--- src/rtl/proto_pkg.sv ---
// Shared definitions for the execute sequencer: opcodes, FSM encoding, instruction fields.
package proto_pkg;

  localparam logic [2:0] OP_ADD = 3'd0;
  localparam logic [2:0] OP_SUB = 3'd1;
  localparam logic [2:0] OP_AND = 3'd2;
  localparam logic [2:0] OP_OR  = 3'd3;
  localparam logic [2:0] OP_XOR = 3'd4;
  localparam logic [2:0] OP_NOT = 3'd5;
  localparam logic [2:0] OP_SHL = 3'd6;
  localparam logic [2:0] OP_SHR = 3'd7;

  typedef enum logic [1:0] {
    ST_IDLE = 2'd0,
    ST_READ = 2'd1,
    ST_EXEC = 2'd2,
    ST_WB   = 2'd3
  } state_t;

  localparam int OP_MSB   = 15;
  localparam int OP_LSB   = 13;
  localparam int RD_MSB   = 12;
  localparam int RD_LSB   = 10;
  localparam int RSA_MSB  = 9;
  localparam int RSA_LSB  = 7;
  localparam int NOWB_BIT = 6;
  localparam int BIMM_BIT = 5;
  localparam int IMM_MSB  = 4;
  localparam int IMM_LSB  = 0;
  localparam int RSB_MSB  = 4;
  localparam int RSB_LSB  = 2;

  // Only arithmetic ops produce a meaningful carry; logic/shift ops leave C untouched.
  function automatic logic updates_carry(input logic [2:0] op);
    return (op == OP_ADD) || (op == OP_SUB);
  endfunction

endpackage

--- src/rtl/reg_file.sv ---
// 8-entry register file: two operand read ports and a debug read port (all combinational),
// one synchronous write port; synchronous reset clears every entry.
module reg_file #(
  parameter int DATA_W = 8,
  parameter int DEPTH  = 8,
  parameter int AW     = 3
) (
  input  logic              clk,
  input  logic              rst,
  input  logic              we,
  input  logic [AW-1:0]     waddr,
  input  logic [DATA_W-1:0] wdata,
  input  logic [AW-1:0]     raddr_a,
  output logic [DATA_W-1:0] rdata_a,
  input  logic [AW-1:0]     raddr_b,
  output logic [DATA_W-1:0] rdata_b,
  input  logic [AW-1:0]     raddr_dbg,
  output logic [DATA_W-1:0] rdata_dbg
);

  logic [DATA_W-1:0] mem [DEPTH];

  always_ff @(posedge clk) begin
    if (rst) begin
      for (int i = 0; i < DEPTH; i++) mem[i] <= '0;
    end else if (we) begin
      mem[waddr] <= wdata;
    end
  end

  assign rdata_a   = mem[raddr_a];
  assign rdata_b   = mem[raddr_b];
  assign rdata_dbg = mem[raddr_dbg];

endmodule

--- src/rtl/exec_sequencer.sv ---
// Four-cycle execute controller feeding an external combinational ALU; one instruction per 4 cycles.
// in_ready is high only in IDLE, so an offered instruction waits there until the previous one retires.
module exec_sequencer
  import proto_pkg::*;
#(
  parameter int DATA_W = 8
) (
  input  logic              clk,
  input  logic              rst,
  input  logic              in_valid,
  output logic              in_ready,
  input  logic [15:0]       instr,
  output logic [DATA_W-1:0] alu_a,
  output logic [DATA_W-1:0] alu_b,
  output logic [2:0]        alu_op,
  input  logic [DATA_W-1:0] alu_out,
  input  logic              alu_zero,
  input  logic              alu_carry,
  output logic              done,
  output logic [DATA_W-1:0] result,
  output logic              flag_z,
  output logic              flag_c,
  input  logic [2:0]        dbg_addr,
  output logic [DATA_W-1:0] dbg_data
);

  state_t            state;
  logic [15:0]       ir;
  logic [DATA_W-1:0] res_q;
  logic              zero_q;
  logic              carry_q;
  logic [DATA_W-1:0] rdata_a;
  logic [DATA_W-1:0] rdata_b;
  logic [DATA_W-1:0] imm_ext;
  logic              we;

  assign imm_ext = {{(DATA_W-5){1'b0}}, ir[IMM_MSB:IMM_LSB]};
  // Write lands on the edge that ends WB, after operands were already sampled in READ.
  assign we      = (state == ST_WB) && !ir[NOWB_BIT];

  reg_file #(
    .DATA_W(DATA_W),
    .DEPTH (8),
    .AW    (3)
  ) u_reg_file (
    .clk      (clk),
    .rst      (rst),
    .we       (we),
    .waddr    (ir[RD_MSB:RD_LSB]),
    .wdata    (res_q),
    .raddr_a  (ir[RSA_MSB:RSA_LSB]),
    .rdata_a  (rdata_a),
    .raddr_b  (ir[RSB_MSB:RSB_LSB]),
    .rdata_b  (rdata_b),
    .raddr_dbg(dbg_addr),
    .rdata_dbg(dbg_data)
  );

  always_ff @(posedge clk) begin
    if (rst) begin
      state    <= ST_IDLE;
      in_ready <= 1'b1;
      ir       <= '0;
      alu_a    <= '0;
      alu_b    <= '0;
      alu_op   <= OP_ADD;
      res_q    <= '0;
      zero_q   <= 1'b0;
      carry_q  <= 1'b0;
      done     <= 1'b0;
      result   <= '0;
      flag_z   <= 1'b0;
      flag_c   <= 1'b0;
    end else begin
      done <= 1'b0;
      unique case (state)
        ST_IDLE: begin
          if (in_valid) begin
            ir       <= instr;
            in_ready <= 1'b0;
            state    <= ST_READ;
          end
        end
        ST_READ: begin
          alu_a  <= rdata_a;
          alu_b  <= ir[BIMM_BIT] ? imm_ext : rdata_b;
          alu_op <= ir[OP_MSB:OP_LSB];
          state  <= ST_EXEC;
        end
        ST_EXEC: begin
          res_q   <= alu_out;
          zero_q  <= alu_zero;
          carry_q <= alu_carry;
          done    <= 1'b1;
          state   <= ST_WB;
        end
        ST_WB: begin
          result <= res_q;
          flag_z <= zero_q;
          if (updates_carry(ir[OP_MSB:OP_LSB])) flag_c <= carry_q;
          in_ready <= 1'b1;
          state    <= ST_IDLE;
        end
        default: begin
          in_ready <= 1'b1;
          state    <= ST_IDLE;
        end
      endcase
    end
  end

endmodule

--- config.mk ---
export PLATFORM = sky130hd
export DESIGN_NAME = exec_sequencer
export DESIGN_NICKNAME = d
export VERILOG_FILES = /design/src/rtl/proto_pkg.sv /design/src/rtl/reg_file.sv /design/src/rtl/exec_sequencer.sv
export SDC_FILE = /design/constraint.sdc
export NUM_CORES = 1
export LEC_CHECK = 0
export CAP_MARGIN = 10
export CORE_ASPECT_RATIO = 0.6
export CORE_UTILIZATION = 50
export CTS_CLUSTER_DIAMETER = 150
export CTS_CLUSTER_SIZE = 40
export DETAILED_ROUTE_END_ITERATION = 12
export PLACE_DENSITY = 0.77
export REMOVE_ABC_BUFFERS = 1
export SLEW_MARGIN = 15
export SYNTH_ARGS = -nofsm -noshare
export SYNTH_HDL_FRONTEND = slang
export SYNTH_SLANG_ARGS = --single-unit
--- constraint.sdc ---
create_clock -name clk -period 2.3 [get_ports clk]
set_clock_uncertainty 0.05 [all_clocks]
set_input_delay 0.345 -clock clk [delete_from_list [all_inputs] [get_ports clk]]
set_output_delay 0.345 -clock clk [all_outputs]
set_load 0.01 [all_outputs]
==> impl_metrics.py, run 1 <==
metrics = {
    "cells_and_area": {
        "fillers": 894,
        "drive_above_1_share": 0.211,
        "final_nets": 635,
        "utilization": 0.667,
        "fin_area_um2": 7760,
        "regArea_um2": 3160,
        "area_delta_synth_final_pct": 26.1,
        "final_cell_mix": "65 x and2_1, 64 x edfxtp_1, 62 x dfxtp_1",
        "layout_commonest_cell": "and2_1",
        "diodes": 0,
        "multi_input_area_um2": 2760,
    },
    "global_routing": {
        "grt_first_pass_wirelength_mm": 23.5,
        "grt.overflow.total": 0,
        "antenna_found_initial": 0,
        "grt_usage": 0.252,
        "grt_pass1_vias": 4263,
        "grt_start_max_net_pins": 68,
    },
    "critical_path": {
        "path_delay_family": "multiplexers",
        "r2r-end": "u_reg_file.mem[2][2]",
        "max_stage_delay_ns": 0.49,
        "cp_num_buf_inv": 1,
        "worstSetupPathType": "flop to output port",
        "r2r_cells": 4,
        "critical-path-slowest-cell": "mux4_2",
        "crit_required_ns": 1.90,
        "endpoint": "dbg_data[0]",
        "rrSetupSlack_ns": 0.36,
        "crit_chain": "mux4_2, mux2_2, clkdlybuf4s15_1",
        "crit_path_start_kind": "flop",
        "arrival_ns": 1.88,
        "startpoint": "u_reg_file.mem[4][0]",
        "cp.depth": 3,
        "crit_path_end_kind": "output port",
        "cp_max_fo": 2,
        "rr_startpoint": "state[1]",
    },
    "logic_synthesis": {
        "synth_mux_area_frac": 0.233,
        "synthFlopType": "edfxtp_1",
        "async_reset_ff_frac": 0,
        "ys_ff_latch": 126,
        "synth_xor_area_frac": 0,
        "synth_cells": 504,
        "synthDistinctLibCells": 32,
        "synthSimpleGateAreaFrac": 0.167,
        "ys_seq_area_frac": 0.514,
        "synth_compound_area_frac": 0.0455,
        "ys_warn_count": 0,
        "synthAdderAreaFrac": 0.00813,
        "synth_top_family_by_area": "multiplexers",
        "synthesis.area_um2": 6160,
        "synth-edff-count": 64,
        "syn_area_per_cell_um2": 12.2,
    },
    "route": {
        "drtIter0Drc": 508,
        "route.detailed.drc": 0,
        "drt_pass1_iterations": 8,
        "viasPerCell": 5.74,
        "ant_nets": 0,
        "routed_wirelength_mm": 15.4,
        "post_drt_wl_per_cell_um": 20.0,
        "vias": 4429,
    },
    "die": {
        "coreArea_um2": 11600,
        "die_y_um": 88.0,
        "start_util": 0.529,
        "dieArea_um2": 12800,
        "rows": 30,
        "die_x_um": 145,
        "ios": 71,
    },
    "sta": {
        "tightest_slew_ns": 0.708,
        "rsz0062_at_grt": "no",
        "final_hold_viol_count": 0,
        "slew_violations": 0,
        "fmax_mhz": 440,
        "setup_tns_ns": 0,
        "fin_crit_ns": 2.27,
        "slew_headroom": 0.528,
        "min_period_over_period": 0.987,
        "whs_ns": 0.410,
        "setup_viol": 0,
    },
    "min_path": {
        "min-delay-start": "ir[6]",
        "hold_class": "flop to flop",
    },
    "pwr": {
        "p_clk_frac": 0.347,
        "sw_frac_of_total": 0.303,
        "p_switching_uw": 2240,
        "intPower_uw": 5160,
        "power_frac_comb": 0.256,
        "powerDensity_nw_per_um2": 954,
        "p_leak_uw": 0.00288,
        "max-vdd-ir-drop_v": 0.000555,
        "pwr-share-seq": 0.396,
    },
    "clock_network": {
        "cts-root-buf": "clkbuf_16",
        "cts_max_level": 4,
        "cts.path.max_buffers": 2,
        "cts_tree": "done",
        "clkSlewWorstSetupHoldPaths_ns": 0.06,
        "clkLatencyLatePin_ns": 0.42,
        "cts_buffers": 17,
        "cts.sinks": 126,
    },
    "run_status": {
        "status": "complete, no violations",
    },
    "placed_design": {
        "dp_hpwl_mm": 10.6,
        "port_buffers": 70,
        "placed_cell_area_um2": 7010,
        "finalWeightedCongestion": 0.909,
    },
    "job": {
        "cap_violations": 0,
    },
}
## synthesized netlist by cell type, drive strengths merged (2+ instances only)
| library cell | n | area share |
|---|---|---|
| mux2 | 8 | 0.015 |
| and2 | 65 | 0.066 |
| ha | 4 | 0.0081 |
| nor2 | 43 | 0.026 |
| nand2b | 15 | 0.015 |
| or2 | 8 | 0.0081 |
| mux2i | 39 | 0.063 |
| buf | 14 | 0.020 |
| dfxtp | 62 | 0.20 |
| nand3 | 10 | 0.0081 |
| o21ai | 5 | 0.0041 |
| o22ai | 8 | 0.0081 |
| inv | 2 | 0.0012 |
| a21oi | 26 | 0.021 |
| a22oi | 8 | 0.0098 |
| edfxtp | 64 | 0.31 |
| nor2b | 4 | 0.0041 |
| clkbuf | 19 | 0.012 |
| mux4 | 40 | 0.16 |
| nor3 | 10 | 0.0089 |
| nand2 | 47 | 0.029 |
## worst min-delay path by stage
stage,to,cells past startpoint
floorplan,alu_b[0],1
global placement,flag_c,2
detailed placement,flag_c,2
CTS,flag_c,2
global route,ir[10],3
finish,ir[6],2
## stage by stage
stage	setup WS, ns	cells	power, uW
finish	0.0295	772	7400
global route	0.00243	772	7730
CTS	0.000514	767	7410
detailed placement	-0.493	714	4820
global placement	-0.478	714	4750
floorplan	0.195	471	4010
## cell families after synthesis
| family | after synthesis |
|---|---|
| AOI/OAI and AO/OA | 49 |
| buffers and inverters | 35 |
| DFF | 126 |
| adders and majority gates | 4 |
| and+or+nand+nor | 203 |
| muxes | 87 |
## layer usage
metal	share of wire	track usage	wire length, um
met4	0.014	0.0890	213
met5	0	0	0
met3	0.15	0.126	2290
met1	0.43	0.344	6690
met2	0.40	0.343	6250
## power groups by stage
stage | logic [uW] | clock network (uW) | registers, uW
floorplan | 1020 | 0 | 3000
global placement | 1800 | 0 | 2950
detailed placement | 1850 | 0 | 2980
CTS | 1890 | 2590 | 2930
global route | 2050 | 2700 | 2970
finish | 1900 | 2570 | 2930
## state kept, by name, summed over array words and instances, names as in the netlist, 2 cells and up, named ones only
| register | count |
|---|---|
| u_reg_file.mem | 64 |
| ir | 16 |
| alu_a | 8 |
| alu_b | 8 |
| res_q | 8 |
| result | 8 |
| alu_op | 3 |
| state | 2 |
## timing repair
item	in CTS	in global routing
hold buffers	0	0
endpoints found under the setup margin	8	7
cloned	2	0
buffers inserted	19	5
resized for setup	31	7
## final cells by class
cell class                 instances  area share
clock buffer                      22      0.0654
clock inverter                    10     0.00967
inverter                           2    0.000967
multi-input combinational        343       0.356
sequential                       126       0.407
tap                              160      0.0258
timing repair buffer             109       0.135
## worst reg2reg max path, cell delays in order (launching register included)
cell and delay, ns:
dfxtp_1 0.38, ha_1 0.22, nand3b_1 0.17, nor2_1 0.46, or2_2 0.34
(Power assumes the default switching activity.)
==> inputs of run 2 (changes only) <==
Settings changed: DONT_BUFFER_PORTS set to 1, PLACE_DENSITY 0.77 to 0.7, REMOVE_ABC_BUFFERS 1 to not set, TNS_END_PERCENT set to 50.
==> run 2 against run 1 <==
- clock-buffer cell count decreased by 1
- cell count shrank 12%
- first-iteration DRC count shrank 20%
- setup slack improved by 0.095 ns
- power decreased by 0.68%
- global-route usage grew 1.6 points
- sequential cell count unchanged
==> impl_metrics.py, run 2 (synthesized netlist as in run 1, its figures left out) <==
metrics = {
    "route": {
        "ant_nets": 0,
        "vias": 4152,
        "viasPerCell": 6.10,
        "drtIter0Drc": 404,
        "post_drt_wl_per_cell_um": 23.7,
        "drt_pass1_iterations": 5,
        "routed_wirelength_mm": 16.2,
        "route.detailed.drc": 0,
    },
    "die": {
        "start_util": 0.529,
        "dieArea_um2": 12800,
        "die_x_um": 145,
        "coreArea_um2": 11600,
        "rows": 30,
        "ios": 71,
        "die_y_um": 88.0,
    },
    "pwr": {
        "pwr-share-seq": 0.412,
        "power_frac_comb": 0.202,
        "powerDensity_nw_per_um2": 1060,
        "p_leak_uw": 0.00255,
        "p_switching_uw": 2290,
        "max-vdd-ir-drop_v": 0.000593,
        "intPower_uw": 5060,
        "p_clk_frac": 0.386,
        "sw_frac_of_total": 0.312,
    },
    "sta": {
        "setup_tns_ns": 0,
        "fmax_mhz": 460,
        "slew_violations": 0,
        "final_hold_viol_count": 0,
        "slew_headroom": 0.467,
        "setup_viol": 0,
        "fin_crit_ns": 2.18,
        "tightest_slew_ns": 0.797,
        "worst_slack_ns": 0.125,
        "rsz0062_at_grt": "no",
        "min_period_over_period": 0.946,
    },
    "critical_path": {
        "crit_path_start_kind": "flop",
        "cp_max_fo": 3,
        "arrival_ns": 1.78,
        "worstSetupPathType": "flop to output port",
        "crit_path_end_kind": "output port",
        "rrSetupSlack_ns": 0.31,
        "crit_required_ns": 1.90,
    },
    "clock_network": {
        "cts_tree": "done",
        "cts.sinks": 126,
        "cts_buffers": 17,
        "cts.path.max_buffers": 2,
        "clkLatencyLatePin_ns": 0.42,
        "cts-root-buf": "clkbuf_16",
        "postCtsSetupRepairBufs": 0,
        "cts_max_level": 4,
        "ctsResizeCount": 0,
        "clkSlewWorstSetupHoldPaths_ns": 0.06,
        "cts_hold_buf": 2,
    },
    "global_routing": {
        "grt.overflow.total": 0,
        "grt_pass1_vias": 4042,
        "grt_usage": 0.267,
        "grt_start_max_net_pins": 60,
        "antenna_found_initial": 0,
        "grt_first_pass_wirelength_mm": 24.4,
    },
    "placed_design": {
        "port_buffers": 0,
        "dp_slack_ns": 0.373,
        "dp_hpwl_mm": 11.2,
        "placed_cell_area_um2": 6280,
        "finalWeightedCongestion": 0.911,
        "placed_cells": 647,
    },
    "cells_and_area": {
        "reg_top3": "u_reg_file.mem x64, ir x16",
        "drive_above_1_share": 0.175,
        "final_cell_mix": "65 x and2_1, 64 x edfxtp_1, 62 x dfxtp_1",
        "area_delta_synth_final_pct": 12.9,
        "utilization": 0.597,
        "layout.cells.non_filler": 681,
        "fillers": 919,
        "regMostFlops": "u_reg_file.mem",
        "largest_register_ffs": 64,
        "diodes": 0,
        "multi_input_area_um2": 2790,
        "final_nets": 544,
        "regArea_um2": 3160,
        "layout_commonest_cell": "and2_1",
        "fin_area_um2": 6950,
    },
    "run_status": {
        "status": "complete, no violations",
    },
    "logic_synthesis": {
        "synth_fp_nets": 540,
    },
    "job": {
        "cap_violations": 0,
    },
    "min_path": {
        "hold_class": "input pin to flop",
    },
}
[run 2: routing by layer]
layer | up-vias | routed length (um) | track usage
li1 | 1851 | - | -
met1 | 2032 | 6880 | 0.358
met2 | 236 | 6900 | 0.386
met3 | 33 | 2060 | 0.109
met4 | 0 | 320 | 0.111
met5 | - | 0 | 0
[run 2: layout make-up]
cell class | count | share of cell area
flip-flops and latches | 126 | 0.455
multi-input cells | 343 | 0.402
well taps | 160 | 0.0288
repair buffers | 18 | 0.0216
clock inverters | 11 | 0.0160
clock buffers | 21 | 0.0756
inverters | 2 | 0.00108
[run 2: power groups by stage]
stage	Clock (uW)	Sequential (uW)	Combinational (uW)
final	2840	3030	1490
after floorplan	0	2920	1200
after detailed placement	0	3070	1440
after CTS	2850	3030	1470
after global routing	2940	3070	1630
after global placement	0	3050	1410
[run 2: path summary, 6_finish.rpt]
path / start / endpoint / cells past startpoint
max: u_reg_file.mem[6][1] / dbg_data[1] / 2
min: instr[5] / ir[5] / 2
max reg2reg: state[1] / u_reg_file.mem[4][5] / 4
min reg2reg: ir[13] / ir[13] / 2
[run 2: critical path, stage by stage (launching register included)]
cell      delay, ns
edfxtp_1       0.50
mux4_1         0.55
mux2_2         0.32
[run 2: per-stage QoR]
step	hold WS [ns]	power, uW
after global placement	0.369	4460
after global routing	0.00121	7640
final	0.00822	7350
after detailed placement	0.371	4510
after floorplan	0.386	4120
after CTS	0.000407	7350
==> inputs of run 3 (changes only) <==
Settings changed: GPL_ROUTABILITY_DRIVEN set to 0, SYNTH_HIERARCHICAL set to 1.
==> run 3 against run 2 <==
- power shrank 6.9%
- via count grew 3.2%
- sequential power shrank 7.6%
- largest cell class unchanged
- largest power group unchanged
==> impl_metrics.py, run 3 <==
metrics = {
    "run_status": {
        "status": "complete, no violations",
    },
    "pwr": {
        "sw_frac_of_total": 0.298,
        "p_leak_uw": 0.00253,
        "pwr-share-seq": 0.408,
        "intPower_uw": 4810,
        "p_switching_uw": 2040,
        "power_frac_comb": 0.222,
        "power_uw": 6850,
        "powerDensity_nw_per_um2": 963,
        "p_clk_frac": 0.369,
        "max-vdd-ir-drop_v": 0.000566,
    },
    "cells_and_area": {
        "multi_input_area_um2": 2930,
        "reg_top3": "u_reg_file/mem x64, ir x16",
        "layout.cells.non_filler": 667,
        "diodes": 0,
        "utilization": 0.582,
        "final_nets": 528,
        "regMostFlops": "u_reg_file/mem",
        "fin_area_um2": 7110,
        "final_cell_mix": "65 x nor3_1, 64 x edfxtp_1, 59 x dfxtp_1",
        "drive_above_1_share": 0.203,
        "area_delta_synth_final_pct": 11.7,
        "regArea_um2": 3100,
        "fillers": 977,
        "layout_commonest_cell": "nor3_1",
        "largest_register_ffs": 64,
    },
    "logic_synthesis": {
        "syn_area_per_cell_um2": 13.1,
        "yosysMostFrequentCell": "nor3_1",
        "synthesis.area_um2": 6360,
        "ys_warn_count": 6,
        "yosysTopAreaCell": "edfxtp_1",
        "synthFlopType": "edfxtp_1",
        "synth_common_cells": "65 x nor3_1, 64 x edfxtp_1, 59 x dfxtp_1",
        "synth_cells": 484,
        "synth_area_leaders": "edfxtp_1 30%, dfxtp_1 19%, mux4_1 17%",
        "synth_fp_nets": 523,
        "ys_seq_area_frac": 0.488,
        "ys_ff_latch": 123,
        "async_reset_ff_frac": 0,
        "synthDistinctLibCells": 31,
        "synth-edff-count": 64,
        "synth_top_area_frac": 0.302,
    },
    "global_routing": {
        "grt_start_max_net_pins": 59,
        "grt.overflow.total": 0,
        "grt_usage": 0.259,
        "grt_first_pass_wirelength_mm": 23.9,
        "grt_pass1_vias": 3889,
        "antenna_found_initial": 1,
    },
    "route": {
        "viasPerCell": 6.43,
        "post_drt_wl_per_cell_um": 24.5,
        "vias": 4286,
        "route.detailed.drc": 0,
        "ant_nets": 0,
        "drt_pass1_iterations": 5,
        "routed_wirelength_mm": 16.3,
        "drtIter0Drc": 585,
    },
    "sta": {
        "fin_crit_ns": 2.15,
        "setup_viol": 0,
        "tightest_slew_ns": 0.791,
        "slew_violations": 0,
        "slew_headroom": 0.473,
        "fmax_mhz": 466,
        "min_period_over_period": 0.933,
        "final_hold_viol_count": 0,
        "worst_slack_ns": 0.153,
        "rsz0062_at_grt": "no",
    },
    "clock_network": {
        "clkLatencyLatePin_ns": 0.41,
        "cts.path.max_buffers": 2,
        "postCtsSetupRepairBufs": 0,
        "clkSlewWorstSetupHoldPaths_ns": 0.06,
        "cts_max_level": 4,
        "cts-root-buf": "clkbuf_16",
        "cts_buffers": 17,
        "cts.sinks": 123,
        "cts_tree": "done",
    },
    "die": {
        "ios": 71,
        "rows": 31,
        "die_x_um": 148,
        "die_y_um": 89.4,
        "start_util": 0.521,
        "dieArea_um2": 13200,
        "coreArea_um2": 12200,
    },
    "critical_path": {
        "r2r_cells": 5,
        "r2r-end": "u_reg_file/mem[0][3]",
        "cp_max_fo": 3,
        "endpoint": "dbg_data[3]",
        "crit_chain": "mux4_1, mux2_2",
        "arrival_ns": 1.75,
        "crit_required_ns": 1.90,
        "crit_path_end_kind": "output port",
        "max_stage_delay_ns": 0.53,
        "worstSetupPathType": "flop to output port",
        "critical-path-slowest-cell": "mux4_1",
        "rr_startpoint": "state[1]",
        "crit_path_start_kind": "flop",
        "rrSetupSlack_ns": 0.23,
        "startpoint": "u_reg_file/mem[1][3]",
    },
    "placed_design": {
        "dp_slack_ns": 0.118,
        "placed_cell_area_um2": 6490,
        "port_buffers": 0,
        "dp_hpwl_mm": 11.4,
        "placed_cells": 631,
    },
    "job": {
        "cap_violations": 0,
    },
    "min_path": {
        "hold_class": "input pin to flop",
    },
}
-- run 3: cell count changes after synthesis, moves of 10 or more --
cell      previous run  this run
and2_1              65         1
mux4_1              15        41
nand3_1             10         0
mux4_2              25         7
mux2_2               8        24
nand2_1             47        30
nor3_1               9        65
nand2b_1            15         3
a21oi_2              0        10
a21oi_1             26         9
-- run 3: timing repair --
action | CTS | global route
endpoints found under the setup margin | 0 | 23
hold buffers | 4 | 0
hold endpoints to repair | 58 | 0
resized for setup | 0 | 1
-- run 3: how the worst min path moves through the flow --
stage,startpoint,to,cells past startpoint
finish,instr[15],ir[15],2
CTS,instr[15],ir[15],2
floorplan,ir[0],ir[0],2
global placement,rst,ir[10],1
global route,instr[10],ir[10],2
detailed placement,rst,ir[10],1
-- run 3: cell families after synthesis --
family | share of synthesized area
buffers and inverters | 0.0527
and+or+nand+nor | 0.113
DFF | 0.488
AOI/OAI and AO/OA | 0.0385
muxes | 0.295
adders and majority gates | 0.0138
-- run 3: stage by stage --
step | setup TNS (ns) | hold slack [ns]
final | 0 | 0.0180
after global routing | 0 | 0.0165
after CTS | 0 | 0.00485
after detailed placement | 0 | 0.367
after global placement | 0 | 0.365
after floorplan | -2.53 | 0.386
-- run 3: metal layers --
| metal | up-vias | global-route usage | share of wire |
|---|---|---|---|
| met5 | - | 0 | 0 |
| met4 | 0 | 0.0909 | 0.013 |
| met3 | 25 | 0.0944 | 0.14 |
| met2 | 298 | 0.354 | 0.41 |
| met1 | 2092 | 0.376 | 0.44 |
| li1 | 1871 | - | - |
-- run 3: final cells by class --
class / instances / share of cell area
repair buffers: 31 / 0.0384
well taps: 165 / 0.0290
multi-input cells: 306 / 0.412
clock buffers: 27 / 0.0753
flip-flops and latches: 123 / 0.436
clock inverters: 5 / 0.00387
inverters: 10 / 0.00528
-- run 3: critical path, delay by kind of cell (launching register included) --
family / cells / cell delay [ns]
mux: 2 / 0.85
flops: 1 / 0.49
-- run 3: power by group through the flow --
stage | clock network, uW | logic (uW) | registers (uW)
5_1_grt | 2630 | 1650 | 2820
3_5_place_dp | 0 | 1480 | 2840
3_3_place_gp | 0 | 1440 | 2820
4_1_cts | 2550 | 1510 | 2790
2_1_floorplan | 0 | 1260 | 2740
6_report | 2530 | 1520 | 2800
